==> config.mk <==
export PLATFORM = sky130hd
export DESIGN_NAME = voter_if
export DESIGN_NICKNAME = d
export VERILOG_FILES = /design/src/rtl/voter_if.sv
export SDC_FILE = /design/constraint.sdc
export NUM_CORES = 1
export LEC_CHECK = 0
export CAP_MARGIN = 20
export CORE_AREA = 2 2 39 41
export CTS_CLUSTER_DIAMETER = 200
export DETAILED_ROUTE_END_ITERATION = 16
export DIE_AREA = 0 0 41 43
export SLEW_MARGIN = 20
export SYNTH_ARGS = -nofsm -noshare
export SYNTH_HDL_FRONTEND = slang
export SYNTH_SLANG_ARGS = --single-unit
==> constraint.sdc <==
create_clock -name clk -period 0.8 [get_ports clk]
set_clock_uncertainty 0.15 [all_clocks]
set_input_delay 0.12 -clock clk [delete_from_list [all_inputs] [get_ports clk]]
set_output_delay 0.12 -clock clk [all_outputs]
set_load 0.005 [all_outputs]
==> src/rtl/voter_if.sv <==
// Four-seat registered majority voter: one-hot pass/tie/fail verdict plus unanimity flag.
// Build option: define VOTER_IF_CHAIR_TIEBREAK_EN to let the chair seat (I[0]) resolve ties.
module voter_if (
    input  logic       clk,
    input  logic       rst,
    input  logic [3:0] I,
    output logic [3:0] O
);

    logic [2:0] yes_count;
    logic       pass_d;
    logic       tie_d;
    logic       fail_d;
    logic       unanimous_d;
    logic [3:0] verdict_d;
    logic [3:0] verdict_q;

    always_comb begin
        yes_count = 3'd0;
        for (int i = 0; i < 4; i++) begin
            yes_count = yes_count + {2'b00, I[i]};
        end
    end

    always_comb begin
        pass_d      = (yes_count >= 3'd3);
        tie_d       = (yes_count == 3'd2);
        fail_d      = (yes_count <= 3'd1);
`ifdef VOTER_IF_CHAIR_TIEBREAK_EN
        // Tie stays visible as a flag; the chair's own vote decides the outcome.
        if (tie_d) begin
            pass_d = I[0];
            fail_d = ~I[0];
        end
`endif
        unanimous_d = (I == 4'b0000) || (I == 4'b1111);
        verdict_d   = {unanimous_d, fail_d, tie_d, pass_d};
    end

    always_ff @(posedge clk or posedge rst) begin
        if (rst) begin
            verdict_q <= 4'b0000;
        end else begin
            verdict_q <= verdict_d;
        end
    end

    assign O = verdict_q;

endmodule

[Word-level counts from Yosys, hierarchy flattened]
Cells that the tools add are included.
Widths: inputs -> output; s select.
Word-level totals
  bits in registers: 4
  bits in latches: 0
  RAM bits: 0
  bits in read-only memories: 0
  bits of input ports: 6
  output and inout port bits: 4
  word-level logic and storage cells: 10
  memories: 0
Cells by class
  add/subtract/negate cells: 3
  multiply operators: 0
  divide/modulo/power cells: 0
  magnitude comparators: 2
  eq/ne operators: 2
  shifts and indexed selects: 0
  mux-type cells: 0
  bitwise operators: 0
  reductions and logical operators: 2
Operators by type and width (number)
  $eq 4x4->1 const B: 1
  $logic_not 4->1: 1
  $add 2x1->3: 1
  $add 3x1->3: 1
  $eq 3x2->1 const B: 1
  $ge 3x2->1 const B: 1
  $le 3x1->1 const B: 1
  $add 1x1->2: 1
  $logic_or 1x1->1: 1

[Logic depth before layout (Yosys ltp)]
  depth after elaboration: 4
  mapped depth: 6

[Worst setup path after synthesis]
Ideal clock, no wire load.
  path type: input -> register
  start point: in I[0]
  end point: reg verdict_q[2], in the netlist O[2]
  library setup time: 0.064 ns
  arrival: 1.357 ns
  setup slack: -0.770 ns
  stages: 5
  path through: fa_1 > ha_1 > ha_1 > nor3b_2 > a21o_1
Between the ends
  word-level cells in the longest chain between the ends: 4
RTL lines
  start: declaration: RTL line 6  | input logic [3:0] I,
  $add 1x1->2: RTL line 21  | yes_count = yes_count + {2'b00, I[i]};
  $add 2x1->3: RTL line 21
  $add 3x1->3: RTL line 21
  $le 3x1->1: RTL line 28  | fail_d = (yes_count <= 3'd1);
  net fail_d: RTL line 13  | logic fail_d;
  end signal: assignment: RTL line 44  | verdict_q <= verdict_d;
  end: declaration: RTL line 16  | logic [3:0] verdict_q;
The timed path passes the listed nets, and every way through them passes these cells.

[Worst setup path in the final report]
Same ends and word-level chain as after synthesis.

==> run metrics <==
RSZ-0062 raised after global routing yes; area of the multi-input gates about 200 um2; setup repair bufs after CTS 0; Psw about 180 uW; Area Overhead vs Synth 67.3%; Seq/Total Area, Yosys 0.354; failing checks negative hold slack, negative setup slack; CP Buf/Inv Count 1; Placement Cell Area approximately 460 um2; max-slew violations 0; CTS Sinks 4; Power Dens Cells ~1600 nW/um2; sequential fraction of design power 0.328; most used cell, CP ha_4; Leak Pwr 0.000256 uW; die width ~41 um; initial antenna violation count 0; # setup viols final 7; initial detailed-routing violation count 1; synth warn 0; Nets 59; maxcap violations 0; Total Negative Setup Slacks -2.45 ns; Worst Slack Setup Final -0.628 ns; Vias about 230; final period utilization 1.79; largest net degree at the start of global routing 5; Syn Inst Count 25; Post-route DRC 0; Int Pwr around 570 uW; Pre-antenna DRT Iters 3; flip-flop and latch area roughly 100 um2; fmax between 700 and 800 MHz; peak supply drop around 0.45 mV; max FFs per register 4; clk slew on worst S/H paths around 0.03 ns; number of global-route vias before repair 221; hold violation count in the final report 4; GP Congestion roughly 0.63; clock share of power 0.314; Syn Nets 39; Core ar. approximately 1400 um2; Initial Util 0.204; CTS tree built; vias per inst about 3.8; Routed Antenna Nets 0; Syn Std Cell Area 283 um2; Port Buf Inserts 9; Fillers 150; first-pass GRT wire length slightly below 800 um; WL/cell between 7 and 8 um; antenna cell count 0; Least-Margin Pin Slew 0.168 ns; CP Max Fanout 3; delay-heaviest family, CP adder cells; die area 1760 um2; buffer depth of the longest clock path 2; GRT Overall Usage 0.0692; Yosys cell types 12; layout cells sized above 1 0.535; sw frac 0.241; total gr overflow 0; crit path time final roughly 1.4 ns; fin area 473 um2; endpoint class of the critical path flip-flop; io pins 10; Worst Hold Class in -> async; outcome complete, but fails checks; worst path required time approximately 0.76 ns; slew margin rel. 0.888; Setup CP Type in -> reg; cells along the critical path buf_6 > fa_1 > ha_4 > ha_4 > nor3b_2 > a21o_1; die height ~43 um; final core area utilization 0.342; slowest stage delay, CP approximately 0.51 ns; FF+latch count, synth 4; Avg Cell Area, Syn between 10 and 15 um2; WL final 468 um; clock buffer count from CTS 3; Startpoint Class input pin; clock tree root driver cell clkbuf_4; H-tree levels 1; CP Depth 6; Row Count 14; combinational power share 0.358; Min Hold Slack -0.0685 ns; CP arrival 1.39 ns; Crit-path slowest cell fa_1
[per-stage QoR]
stage	setup slack (ns)	std cells	total power (uW)	hold WS, ns
2_1_floorplan	-0.709	25	379	-0.264
3_3_place_gp	-1.23	56	531	0.164
3_5_place_dp	-1.24	56	537	0.170
4_1_cts	-0.627	59	763	-0.0653
5_1_grt	-0.645	59	825	-0.0596
6_report	-0.628	59	746	-0.0685
[repair_timing]
| action | in CTS | in global routing |
|---|---|---|
| gates resized for setup | 31 | 3 |
| pin swaps | 4 | 3 |
| hold endpoints to repair | 4 | 4 |
| endpoints found under the setup margin | 8 | 8 |
[layout make-up]
class / instances / share of cell area
Tap cell: 16 / 0.0423
Multi-Input combinational cell: 16 / 0.415
Timing Repair Buffer: 15 / 0.243
Clock buffer: 3 / 0.0476
Sequential cell: 4 / 0.212
Inverter: 5 / 0.0397
[cell usage after synthesis]
| library cell | n | area [um2] |
|---|---|---|
| a21o_1 | 1 | 7.51 |
| nand2_1 | 1 | 3.75 |
| nand2b_1 | 1 | 6.26 |
| nor3b_1 | 1 | 7.51 |
| nor3b_2 | 1 | 12.5 |
| o21ai_0 | 1 | 5.00 |
| nand3_1 | 1 | 5.00 |
| dfrtp_1 | 4 | 100 |
| ha_1 | 7 | 87.6 |
| inv_1 | 5 | 18.8 |
| a21o_2 | 1 | 8.76 |
| fa_1 | 1 | 20.0 |
[placed cells by master, fill, tap and decap left out]
| cell type | Yosys | routed |
|---|---|---|
| nand2_1 | 1 | 1 |
| a21o_1 | 1 | 1 |
| dfrtp_1 | 4 | 4 |
| ha_4 | 0 | 2 |
| ha_1 | 7 | 4 |
| nor3b_2 | 1 | 2 |
| fa_1 | 1 | 1 |
| buf_6 | 0 | 2 |
| inv_2 | 0 | 1 |
| buf_4 | 0 | 6 |
| buf_2 | 0 | 5 |
| clkbuf_4 | 0 | 3 |
| nand2b_1 | 1 | 1 |
| dlymetal6s2s_1 | 0 | 1 |
| nand3_1 | 1 | 1 |
| o21ai_0 | 1 | 1 |
| inv_1 | 5 | 4 |
| clkdlybuf4s50_1 | 0 | 1 |
| ha_2 | 0 | 1 |
| a21o_2 | 1 | 1 |
[power by group through the flow]
stage / Combinational [uW] / Sequential [uW] / Clock (uW)
6_report: 267 / 245 / 234
3_3_place_gp: 284 / 248 / 0
2_1_floorplan: 125 / 255 / 0
3_5_place_dp: 287 / 250 / 0
5_1_grt: 309 / 249 / 266
4_1_cts: 271 / 245 / 246
[final timing paths]
check,startpoint,to,slack (ns)
setup / recovery,I[0],O[2],-0.63
hold / removal,rst,O[2],-0.07
max in group asynchronous,rst,O[3],0.43
min in group clk,I[3],O[3],0.11
[logic make-up (layout without fill, tap and decap cells)]
group	Yosys count	after routing	synth area share
fa+ha+maj	8	8	0.381
simple gates	5	5	0.124
buf+inv	5	23	0.0664
flops	4	4	0.354
compound gates	3	3	0.0752
[per-layer routing]
| metal | vias up | routed length, um | track usage |
|---|---|---|---|
| met5 | - | 0 | 0 |
| met4 | 0 | 0 | 0.0600 |
| met3 | 0 | 49 | 0.0314 |
| met2 | 7 | 229 | 0.106 |
| met1 | 103 | 189 | 0.0641 |
| li1 | 115 | - | - |
(Power assumes the default switching activity.)
